==> src/rtl/fft_out_sequencer_if.sv <==
// Read-port and output-stream bundle of the FFT result drain sequencer.
// The master side issues RAM reads and sources the output stream.
interface fft_out_sequencer_if #(
   parameter int unsigned N_LOG2 = 8,
   parameter int unsigned DW     = 32
);
   logic              rd_en;
   logic [N_LOG2-1:0] rd_addr;
   logic [DW-1:0]     rd_data;
   logic              out_valid;
   logic [DW-1:0]     out_data;
   logic              out_last;
   logic              out_ready;

   modport master (
      output rd_en, rd_addr, out_valid, out_data, out_last,
      input  rd_data, out_ready
   );

   modport slave (
      input  rd_en, rd_addr, out_valid, out_data, out_last,
      output rd_data, out_ready
   );
endinterface

==> src/rtl/fft_out_sequencer.sv <==
// Drains the FFT result RAM after a transform: issues reads in bit-reversed or natural
// order and streams frame_len words through a 2-entry FIFO with a last marker.
module fft_out_sequencer #(
   parameter int unsigned N_LOG2 = 8,
   parameter int unsigned DW     = 32,
   parameter bit          BITREV = 1'b1
) (
   input  logic                clk,
   input  logic                rst_n,
   input  logic                start,
   input  logic [N_LOG2:0]     frame_len,
   output logic                busy,
   output logic                done,
   fft_out_sequencer_if.master bus
);

   localparam logic [N_LOG2:0] MAX_LEN = {1'b1, {N_LOG2{1'b0}}};

   typedef enum logic [1:0] {
      IDLE,
      RUN,
      DRAIN
   } state_t;

   typedef struct packed {
      logic          last;
      logic [DW-1:0] data;
   } entry_t;

   state_t            state;
   logic [N_LOG2-1:0] idx;
   logic [N_LOG2-1:0] last_idx;
   logic              pend;
   logic              pend_last;
   logic [1:0]        cnt;
   entry_t            head;
   entry_t            tail;

   logic              pop_c;
   logic              push_c;
   logic              rd_c;
   logic              final_rd_c;
   logic [1:0]        cnt_nxt_c;
   entry_t            wr_c;

   function automatic logic [N_LOG2-1:0] bitrev(input logic [N_LOG2-1:0] v);
      logic [N_LOG2-1:0] r;
      r = '0;
      for (int i = 0; i < int'(N_LOG2); i++) begin
         r[i] = v[int'(N_LOG2) - 1 - i];
      end
      return r;
   endfunction

   // A read is safe when the FIFO will hold at most one word after this edge:
   // the read's data lands one cycle later and always finds a free slot.
   always_comb begin
      pop_c      = bus.out_valid & bus.out_ready;
      push_c     = pend;
      cnt_nxt_c  = cnt + 2'(push_c) - 2'(pop_c);
      rd_c       = (state == RUN) && (cnt_nxt_c < 2'd2);
      final_rd_c = rd_c && (idx == last_idx);
      wr_c.last  = pend_last;
      wr_c.data  = bus.rd_data;
   end

   assign bus.rd_en    = rd_c;
   assign bus.rd_addr  = BITREV ? bitrev(idx) : idx;
   assign bus.out_data = head.data;
   assign bus.out_last = head.last;

   always_ff @(posedge clk or negedge rst_n) begin
      if (!rst_n) begin
         state         <= IDLE;
         idx           <= '0;
         last_idx      <= '0;
         pend          <= 1'b0;
         pend_last     <= 1'b0;
         cnt           <= 2'd0;
         head          <= '0;
         tail          <= '0;
         busy          <= 1'b0;
         done          <= 1'b0;
         bus.out_valid <= 1'b0;
      end else begin
         done          <= 1'b0;
         pend          <= rd_c;
         pend_last     <= final_rd_c;
         cnt           <= cnt_nxt_c;
         bus.out_valid <= (cnt_nxt_c != 2'd0);

         // Head register is the output word; tail holds the second entry.
         case ({push_c, pop_c})
            2'b10: begin
               if (cnt == 2'd0) head <= wr_c;
               else             tail <= wr_c;
            end
            2'b01: begin
               if (cnt == 2'd2) head <= tail;
            end
            2'b11: begin
               if (cnt == 2'd1) begin
                  head <= wr_c;
               end else begin
                  head <= tail;
                  tail <= wr_c;
               end
            end
            default: ;
         endcase

         case (state)
            IDLE: begin
               if (start && (frame_len != '0)) begin
                  state    <= RUN;
                  busy     <= 1'b1;
                  idx      <= '0;
                  last_idx <= (frame_len > MAX_LEN) ? '1 : N_LOG2'(frame_len - 1'b1);
               end
            end
            RUN: begin
               if (rd_c) begin
                  idx <= idx + 1'b1;
                  if (final_rd_c) state <= DRAIN;
               end
            end
            DRAIN: begin
               if (pop_c && head.last) begin
                  state <= IDLE;
                  busy  <= 1'b0;
                  done  <= 1'b1;
               end
            end
            default: state <= IDLE;
         endcase
      end
   end

endmodule

==> src/flat_wrapper.sv <==
// flat-port wrapper written by rule: the top's interface ports become plain ports
module fft_out_sequencer_flat 
#(
   parameter int unsigned N_LOG2 = 8,
   parameter int unsigned DW     = 32,
   parameter bit          BITREV = 1'b1
)
  (clk, rst_n, start, frame_len, busy, done, bus_rd_en, bus_rd_addr, bus_out_valid, bus_out_data, bus_out_last, bus_rd_data, bus_out_ready);
  fft_out_sequencer_if #(.N_LOG2(N_LOG2), .DW(DW)) bus_i ();
  input  logic clk;
  input  logic rst_n;
  input  logic start;
  input  logic [N_LOG2:0] frame_len;
  output logic busy;
  output logic done;
  output wire logic [$bits(bus_i.rd_en)-1:0] bus_rd_en;
  output wire logic [$bits(bus_i.rd_addr)-1:0] bus_rd_addr;
  output wire logic [$bits(bus_i.out_valid)-1:0] bus_out_valid;
  output wire logic [$bits(bus_i.out_data)-1:0] bus_out_data;
  output wire logic [$bits(bus_i.out_last)-1:0] bus_out_last;
  input wire logic [$bits(bus_i.rd_data)-1:0] bus_rd_data;
  input wire logic [$bits(bus_i.out_ready)-1:0] bus_out_ready;
  assign bus_rd_en = bus_i.rd_en;
  assign bus_rd_addr = bus_i.rd_addr;
  assign bus_out_valid = bus_i.out_valid;
  assign bus_out_data = bus_i.out_data;
  assign bus_out_last = bus_i.out_last;
  assign bus_i.rd_data = bus_rd_data;
  assign bus_i.out_ready = bus_out_ready;
  fft_out_sequencer #(.N_LOG2(N_LOG2), .DW(DW), .BITREV(BITREV)) u_core (.clk(clk), .rst_n(rst_n), .start(start), .frame_len(frame_len), .busy(busy), .done(done), .bus(bus_i));
endmodule
==> config.mk <==
export PLATFORM = sky130hd
export DESIGN_NAME = fft_out_sequencer_flat
export DESIGN_NICKNAME = d
export VERILOG_FILES = /design/src/rtl/fft_out_sequencer_if.sv /design/src/rtl/fft_out_sequencer.sv /design/src/flat_wrapper.sv
export SDC_FILE = /design/constraint.sdc
export NUM_CORES = 1
export LEC_CHECK = 0
export BUFFER_PORTS_ARGS = -buffer_cell sky130_fd_sc_hd__buf_2
export CELL_PAD_IN_SITES_DETAIL_PLACEMENT = 2
export CELL_PAD_IN_SITES_GLOBAL_PLACEMENT = 2
export CORE_MARGIN = 2
export CORE_UTILIZATION = 33
export CTS_BUF_LIST = sky130_fd_sc_hd__clkbuf_16
export DETAILED_ROUTE_END_ITERATION = 10
export HOLD_SLACK_MARGIN = 0.05
export PLACE_DENSITY_LB_ADDON = 0.1
export SETUP_SLACK_MARGIN = 0.3
export SYNTH_ARGS = -nofsm -noshare
export SYNTH_HDL_FRONTEND = slang
export SYNTH_SLANG_ARGS = --single-unit
==> constraint.sdc <==
create_clock -name clk -period 2 [get_ports clk]
set_input_delay 0.1 -clock clk [delete_from_list [all_inputs] [get_ports clk]]
set_output_delay 0.1 -clock clk [all_outputs]
set_load 0.03 [all_outputs]
==> flow_metrics.env, run 1 <==
export IMPL_status="finished, violations left"
export IMPL_violations="setup timing"
export IMPL_startpoint_type="flop"
export IMPL_drt_total_wl_um=16800
export IMPL_die_area_um2=13700
export IMPL_hold_viol=0
export IMPL_clock_fmax_mhz=450
export IMPL_yosysWarnings=0
export IMPL_tightest_slew_ns=0.586
export IMPL_wl_per_cell_um=24.8
export IMPL_postSynthCellCount=323
export IMPL_cp_end_kind="flop"
export IMPL_die_w_um=117
export IMPL_synth_edf_count=0
export IMPL_period_needed_ns=2.22
export IMPL_drive_gt1_share_pct=52.1
export IMPL_seq_area_frac_synth_pct=54.0
export IMPL_diodes=0
export IMPL_route_detailed_drc=0
export IMPL_path_clk_slew_ns=0.07
export IMPL_clock_skew_ns=0.0162
export IMPL_power_density_nw_per_um2=2090
export IMPL_pin_count=90
export IMPL_synth_avg_cell_area_um2=13.1
export IMPL_place_ws_ns=-0.210
export IMPL_crit_arrival_ns=2.46
export IMPL_clock_root_buffer="clkbuf_16"
export IMPL_ys_flop_type="dfrtp_1"
export IMPL_maxCapViolCount=0
export IMPL_gp_routability_congestion=0.745
export IMPL_crit_fanout=5
export IMPL_finalWorstSetupSlack_ns=-0.221
export IMPL_row_count=41
export IMPL_fin_setup_tns_ns=-11.51
export IMPL_drtIter0Drc=163
export IMPL_vias=3437
export IMPL_placed_cell_area_um2=5090
export IMPL_grt_overflow=0
export IMPL_critical_path_required_ns=2.24
export IMPL_syn_nets=377
export IMPL_finalSetupViolations=78
export IMPL_hold_path_class="input pin to flop"
export IMPL_p_leak_nw=3.11
export IMPL_syn_area_um2=4220
export IMPL_dp_hpwl_um=7560
export IMPL_utilization_pct=53.4
export IMPL_port_buffers=89
export IMPL_peakVddDrop_mv=0.567
export IMPL_grt_max_degree=40
export IMPL_ys_async_sr_fraction_pct=100
export IMPL_final_nets=554
export IMPL_hold_ws_ns=0.0628
export IMPL_ant_nets=0
export IMPL_min_period_over_period_pct=111
export IMPL_slew_viol_final=0
export IMPL_grt_use_total_pct=21.8
export IMPL_r2r_slack_ns=-0.22
export IMPL_cts_sinks=91
export IMPL_antenna_found_initial=0
export IMPL_ys_types=44
export IMPL_dr_pass1_iters=4
export IMPL_cts_tree="done"
export IMPL_dieHeight_um=117
export IMPL_max_slew_margin_pct=60.6
export IMPL_numCtsBuffers=9
export IMPL_vias_per_cell=5.08
export IMPL_synth_seq_cells=91
export IMPL_start_util_pct=33.5
export IMPL_grt_pass1_wl_um=21800
export IMPL_h_tree_depth=3
export IMPL_syn2layout_area_growth_pct=59.2
export IMPL_rsz0062_at_grt="true"
export IMPL_grt_pass1_vias=3722
export IMPL_core_area_um2=12600
export IMPL_clock_latency_ns=0.36
export IMPL_criticalPathCategory="flop to flop"
export IMPL_postLayoutCellArea_um2=6710
export IMPL_clk_path_buf_depth=2
==> placed cells by master (no fill, tap or decap), types with 2 or more instances in the layout <==
cell type       n
nor4_1          2
buf_16          8
dlygate4sd3_1  34
nor3_2          2
nor2_4          3
nand2_1         6
ha_1            5
xnor2_1         9
dfrtp_2         2
nor3_4          2
a21oi_1         8
buf_12         13
nor4_2          2
nand3_1         2
inv_2           2
o21ai_2         2
xor2_1         10
nor2_2          2
ha_4            4
a22o_1         33
nand2b_1        2
nor4_4          3
mux2_2         12
mux2i_4         2
o2bb2ai_1       2
clkinv_1        3
inv_1           9
buf_4          16
buf_6          17
clkbuf_16      12
buf_2          87
nor2_1         17
dfrtp_1        89
mux2_4         54
==> cells in the mapped netlist, types with 2 or more instances <==
cell / n / share of area [%]
dfrtp_1: 91 / 54
mux2_2: 66 / 18
a22o_1: 33 / 6.9
nor2_1: 20 / 1.8
buf_2: 12 / 1.4
xor2_1: 11 / 2.3
xnor2_1: 10 / 2.1
ha_1: 9 / 2.7
a21oi_1: 8 / 0.95
inv_1: 8 / 0.71
nand2_1: 7 / 0.62
nor3_1: 4 / 0.47
nor4_1: 4 / 0.59
o21ai_0: 4 / 0.47
a22oi_1: 2 / 0.36
nand2b_1: 2 / 0.30
nand3_1: 2 / 0.24
nor2_2: 2 / 0.30
nor4_4: 2 / 1.0
o2bb2ai_1: 2 / 0.42
==> layer usage <==
layer | GRT usage (%) | routed length, um
met1 | 27.5 | 6860
met2 | 37.8 | 8810
met3 | 3.66 | 725
met4 | 7.69 | 388
met5 | 0 | 0
==> worst max-delay path: stages, from the launching register on <==
cell and delay, ns:
dfrtp_2 0.40, and2_4 0.16, buf_4 0.14, buf_6 0.11, ha_4 0.17, buf_6 0.13
a21o_4 0.24, buf_12 0.15, buf_16 0.13, a22o_1 0.20, mux2_4 0.27
==> worst paths after layout <==
path	start	cells past startpoint	to
worst max-delay path	u_core.bus.out_valid	10	u_core.bus.out_data[4]
worst min-delay path	frame_len[3]	3	u_core.last_idx[3]
worst max register to register	u_core.bus.out_valid	10	u_core.bus.out_data[4]
worst min register to register	u_core.bus.out_data[18]	1	u_core.bus.out_data[18]
max in group asynchronous	rst_n	3	u_core.bus.out_data[24]
min in group asynchronous	rst_n	2	u_core.bus.out_data[13]
==> final cells by class <==
| class | count | area (um^2) |
|---|---|---|
| inverter | 9 | 36.3 |
| multi-input combinational | 210 | 2270 |
| clock inverter | 7 | 30.0 |
| timing repair buffer | 179 | 1660 |
| clock buffer | 9 | 225 |
| tap | 172 | 215 |
| fill | 1170 | 5860 |
| sequential | 91 | 2280 |
==> logic make-up after synthesis <==
logic type,after synthesis,synth area share (%)
and+or+nand+nor,54,7.42
adders and majority gates,9,2.67
buffers and inverters,23,2.67
xor gates and xnor gates,21,4.36
DFF,91,54.0
muxes,67,17.9
AOI/OAI and AO/OA,58,11.0
==> power by group <==
group | total [mW] | switching (mW) | internal (mW) | leakage (nW)
Combinational | 8.90 | 4.15 | 4.75 | 1.90
Clock | 1.59 | 0.774 | 0.819 | 0.132
Sequential | 3.54 | 0.776 | 2.77 | 1.08
Total | 14.0 | 5.70 | 8.34 | 3.11
==> metrics by stage <==
step | std cells | total power, mW
2_1_floorplan | 323 | 7.31
3_3_place_gp | 587 | 8.66
3_5_place_dp | 587 | 8.87
4_1_cts | 670 | 12.7
5_1_grt | 677 | 14.7
6_report | 677 | 14.0
==> state kept, by name, indices dropped and copies added (netlist names) <==
name,count
u_core.tail,33
u_core.bus.out_data,32
u_core.idx,8
u_core.last_idx,8
u_core.cnt,2
u_core.state,2
u_core.bus.out_last,1
u_core.bus.out_valid,1
u_core.busy,1
u_core.done,1
u_core.pend,1
u_core.pend_last,1
==> what timing repair did <==
item | in CTS | in global routing
gates resized for setup | 72 | 44
cloned | 10 | 2
pin swaps | 24 | 8
setup endpoints to repair | 81 | 81
buffers inserted | 23 | 5
hold endpoints to repair | 95 | 0
hold buffers | 34 | 0
(Power assumes the default switching activity.)
==> run 2, diff against run 1 <==
==> constraint.sdc (replaced) <==
create_clock -name clk -period 2 [get_ports clk]
set_input_delay 0.1 -clock clk [delete_from_list [all_inputs] [get_ports clk]]
set_output_delay 0.1 -clock clk [all_outputs]
set_load 0.1 [all_outputs]
==> run 2 against run 1 <==
Against the previous run:
- the flow still finishes with violations (setup timing)
- core utilization fell by 0.099 points
- cell area is 0.19% lower
- via count shrank 0.87%
- die area stayed put
- first-iteration DRC count down 52%
- worst hold slack lost 0.0058 ns
- register-to-register slack got worse by 0.24 ns
- critical path type is now flop to output port
==> flow_metrics.env, run 2 (synthesized netlist as in run 1, its figures left out) <==
export IMPL_status="finished, violations left"
export IMPL_violations="setup timing"
export IMPL_die_area_um2=13700
export IMPL_top_register="u_core.tail"
export IMPL_layout_common_cells="dfrtp_1, buf_2, mux2_2"
export IMPL_finalSetupViolations=81
export IMPL_layout_commonest_cell="dfrtp_1"
export IMPL_pin_count=90
export IMPL_numCtsBuffers=9
export IMPL_vias_per_cell=4.99
export IMPL_cp_end_kind="output port"
export IMPL_clock_fmax_mhz=396
export IMPL_maxCapViolCount=0
export IMPL_drt_total_wl_um=14700
export IMPL_fillers=1194
export IMPL_slew_viol_final=0
export IMPL_place_ws_ns=-0.486
export IMPL_vias=3407
export IMPL_h_tree_depth=3
export IMPL_grt_pass1_wl_um=21000
export IMPL_start_util_pct=33.5
export IMPL_hold_path_class="input pin to flop"
export IMPL_wl_met3_um=427
export IMPL_startpoint_type="flop"
export IMPL_max_slew_margin_pct=56.5
export IMPL_drtIter0Drc=79
export IMPL_grt_max_degree=46
export IMPL_cts_sinks=91
export IMPL_finalWorstSetupSlack_ns=-0.525
export IMPL_path_clk_slew_ns=0.06
export IMPL_route_met2_wl_um=7950
export IMPL_placedCellCount=594
export IMPL_gp_routability_congestion=0.732
export IMPL_tightest_slew_ns=0.653
export IMPL_largest_reg_flops=33
export IMPL_period_needed_ns=2.53
export IMPL_dp_hpwl_um=7410
export IMPL_row_count=41
export IMPL_final_nets=561
export IMPL_top_layer_used="met4"
export IMPL_ant_nets=0
export IMPL_antenna_found_initial=0
export IMPL_grt_pass1_vias=3756
export IMPL_wl_met1_um=6050
export IMPL_crit_fanout=3
export IMPL_wl_per_cell_um=21.5
export IMPL_min_period_over_period_pct=126
export IMPL_criticalPathCategory="flop to output port"
export IMPL_crit_arrival_ns=2.43
export IMPL_syn2layout_area_growth_pct=58.9
export IMPL_clock_root_buffer="clkbuf_16"
export IMPL_grt_overflow=0
export IMPL_instances_no_fill=683
export IMPL_port_buffers=89
export IMPL_drive_gt1_share_pct=54.0
export IMPL_diodes=0
export IMPL_clk_path_buf_depth=2
export IMPL_dieHeight_um=117
export IMPL_critical_path_required_ns=1.90
export IMPL_utilization_pct=53.3
export IMPL_die_w_um=117
export IMPL_dr_pass1_iters=4
export IMPL_clock_skew_ns=0.00756
export IMPL_rsz0062_at_grt="true"
export IMPL_clock_latency_ns=0.35
export IMPL_hold_viol=0
export IMPL_route_detailed_drc=0
export IMPL_core_area_um2=12600
export IMPL_cts_tree="done"
export IMPL_grt_use_total_pct=20.8
[run 2: cell count changes in the layout (fill, tap and decap cells not counted), moves of 3 or more]
cell / change
buf_12: +3
buf_4: +15
buf_6: -9
mux2_2: +23
mux2_4: -23
[run 2: cell type report]
class	count	area [um^2]	share of cell area [%]
multi-input cells	210	2210	33.1
inverters	9	36.3	0.542
repair buffers	186	1690	25.2
clock inverters	6	35.0	0.523
flip-flops and latches	91	2280	34.1
clock buffers	9	225	3.36
well taps	172	215	3.21
[run 2: metrics by stage]
stage                     hold WS, ns  TNS (ns)  area (um^2)
after floorplan                -0.196     -9.75         4350
after global placement          0.172    -16.30         5200
after detailed placement        0.179    -21.96         5200
after global routing           0.0958    -24.47         6700
after CTS                      0.0599     -5.44         6350
final                          0.0570    -18.56         6700
[run 2: worst paths after layout]
| check | start | endpoint | slack (ns) | cells after the start |
|---|---|---|---|---|
| setup reg to reg | u_core.bus.out_valid | u_core.idx[6] | -0.46 | 12 |
| min in group asynchronous | rst_n | u_core.bus.out_data[16] | 0.31 | 2 |
| hold reg to reg | u_core.bus.out_data[19] | u_core.bus.out_data[19] | 0.51 | 1 |
| max in group asynchronous | rst_n | u_core.bus.out_data[22] | 1.00 | 3 |
| hold / removal | frame_len[3] | u_core.last_idx[3] | 0.06 | 3 |
| setup / recovery | u_core.bus.out_valid | bus_rd_en | -0.53 | 11 |
[run 2: routing by layer]
layer | global-route usage, % | up-vias
met4 | 6.82 | 0
met3 | 3.55 | 17
li1 | - | 1551
met1 | 25.5 | 1766
met2 | 37.1 | 73
met5 | 0 | -
[run 2: critical path, stage by stage (launching register included)]
cell	delay, ns
dfrtp_4	0.48
and2_4	0.17
ha_4	0.27
inv_2	0.04
ha_4	0.15
xor2_2	0.16
xnor2_2	0.22
inv_2	0.07
buf_6	0.12
nor2_4	0.12
buf_12	0.12
buf_16	0.16
[run 2: repair_timing]
action | 4_1_cts | 5_1_grt
hold buffers | 34 | 0
setup endpoints to repair | 81 | 88
setup buffers | 19 | 11
pin swaps | 12 | 10
endpoints found under the hold margin | 76 | 0
resized for setup | 37 | 45
gates cloned | 8 | 2
Power of run 2 is not shown: default switching activity piles up to over one toggle a cycle in this logic, so the estimate is an artifact.
==> run 3, diff against run 2 <==
- CORE_UTILIZATION: 33 -> 35
- CTS_BUF_LIST: sky130_fd_sc_hd__clkbuf_16 -> sky130_fd_sc_hd__clkbuf_8
- clock period: 2 -> 2.84 ns (I/O delays scaled with it)
==> run 3 against run 2 <==
Against the previous run:
- count of clock-buffer cells in the layout grew 1
- register-to-register slack gained 1.0 ns
- cell area shrank 18%
- final cell count shrank 12%
- critical endpoint unchanged
- clock skew grew 0.00080 ns
- largest cell class unchanged
- die area shrank 5.5%
- the run now ends clean
==> flow_metrics.env, run 3 (synthesized netlist as in run 1, its figures left out) <==
export IMPL_rsz0062_at_grt="true"
export IMPL_clock_fmax_mhz=402
export IMPL_ant_nets=0
export IMPL_grt_max_degree=50
export IMPL_min_period_over_period_pct=87.6
export IMPL_drtIter0Drc=116
export IMPL_layout_commonest_cell="dfrtp_1"
export IMPL_grt_pass1_vias=3350
export IMPL_grt_pass1_wl_um=17300
export IMPL_core_area_um2=11900
export IMPL_maxCapViolCount=0
export IMPL_path_delay_family="flip-flops"
export IMPL_die_area_um2=12900
export IMPL_crit_fanout=13
export IMPL_cts_sinks=91
export IMPL_criticalPathCategory="flop to output port"
export IMPL_wl_per_cell_um=17.4
export IMPL_layout_common_cells="dfrtp_1, buf_2, mux2_2"
export IMPL_antenna_found_initial=0
export IMPL_path_clk_slew_ns=0.09
export IMPL_cts_tree="done"
export IMPL_hold_viol=0
export IMPL_hold_path_class="input pin to flop"
export IMPL_diodes=0
export IMPL_vias_per_cell=5.02
export IMPL_pin_count=90
export IMPL_cp_cell_sequence="and2_4 > ha_4 > inv_1 > ha_2 > xor2_2 > xnor2_2 > inv_4 > nor2_4 > buf_12"
export IMPL_numCtsBuffers=9
export IMPL_finalSetupViolations=0
export IMPL_route_detailed_drc=0
export IMPL_fin_setup_tns_ns=0
export IMPL_cp_slowest_cell="dfrtp_4"
export IMPL_clock_skew_ns=0.00837
export IMPL_h_tree_depth=3
export IMPL_startpoint_type="flop"
export IMPL_cp_end_kind="output port"
export IMPL_top_register="u_core.tail"
export IMPL_fillers=1211
export IMPL_clock_latency_ns=0.37
export IMPL_busiest_layer="met2"
export IMPL_critical_path_required_ns=2.70
export IMPL_dp_hpwl_um=7250
export IMPL_drive_gt1_share_pct=43.0
export IMPL_dieHeight_um=114
export IMPL_final_nets=506
export IMPL_dr_pass1_iters=2
export IMPL_use_met1_pct=20.6
export IMPL_syn2layout_area_growth_pct=29.5
export IMPL_grt_use_total_pct=17.2
export IMPL_path_buf_inv=3
export IMPL_clock_root_buffer="clkbuf_8"
export IMPL_grt_overflow=0
export IMPL_use_met3_pct=5.90
export IMPL_drt_total_wl_um=10500
export IMPL_port_buffers=89
export IMPL_clk_path_buf_depth=2
export IMPL_start_util_pct=35.5
export IMPL_status="finished, final reports clean"
export IMPL_gp_routability_congestion=0.719
export IMPL_period_needed_ns=2.49
export IMPL_row_count=40
export IMPL_max_slew_margin_pct=55.4
export IMPL_die_w_um=114
export IMPL_crit_arrival_ns=2.35
export IMPL_largest_reg_flops=33
export IMPL_max_stage_delay_ns=0.48
export IMPL_slew_viol_final=0
export IMPL_gr_usage_met2_pct=29.9
export IMPL_tightest_slew_ns=0.670
export IMPL_vias=3025
==> run 3: cell count changes in the layout (fill, tap and decap cells not counted), sizes merged <==
cell      delta
clkbuf       -1
nor2         -1
inv          +2
clkinvlp     +1
buf         -52
clkinv       -4
==> run 3: timing repair <==
item,in CTS,in global routing
setup endpoints to repair,1,1
setup buffers,1,0
gates resized for setup,7,0
pin swaps,1,0
hold endpoints to repair,81,0
hold buffers,34,0
==> run 3: cell type report <==
cell class	instances	area (um^2)	share of cell area [%]
clock inverters	5	23.8	0.435
multi-input cells	209	1890	34.6
repair buffers	132	908	16.6
clock buffers	10	138	2.52
well taps	147	184	3.37
inverters	9	36.3	0.665
flip-flops and latches	91	2280	41.8
==> run 3: metrics by stage <==
stage,hold WS [ns],std cells,utilization (%),cell area (um^2),setup slack (ns)
CTS,0.0778,603,46.0,5460,0.321
detailed placement,0.228,553,41.5,4920,0.388
global placement,0.231,553,41.5,4920,0.519
floorplan,-0.154,323,-,4250,0.219
global route,0.105,603,46.0,5460,0.241
finish,0.103,603,46.0,5460,0.353
==> run 3: path summary, 6_finish.rpt <==
| path | cells after the start | end | from | slack [ns] |
|---|---|---|---|---|
| max | 9 | bus_rd_en | u_core.bus.out_valid | 0.35 |
| min | 3 | u_core.last_idx[3] | frame_len[3] | 0.10 |
| max reg2reg | 10 | u_core.idx[7] | u_core.bus.out_valid | 0.56 |
| min reg2reg | 1 | u_core.bus.out_data[10] | u_core.bus.out_data[10] | 0.51 |
| max in group asynchronous | 3 | u_core.bus.out_data[27] | rst_n | 1.81 |
| min in group asynchronous | 2 | u_core.pend | rst_n | 0.35 |
==> run 3: metal layers <==
metal / share of wire [%] / vias to the layer above
li1: - / 1417
met1: 43 / 1538
met2: 51 / 60
met3: 5.3 / 10
met4: 1.0 / 0
met5: 0 / -
==> run 3: worst register-to-register path, stage by stage, from the launching register on <==
cell	delay, ns
dfrtp_4	0.48
and2_4	0.17
ha_4	0.26
inv_1	0.04
ha_2	0.17
xor2_2	0.16
xnor2_2	0.22
inv_4	0.13
nor4_1	0.35
xnor2_1	0.16
nor2_1	0.05
Power of run 3 is left out for the same reason.
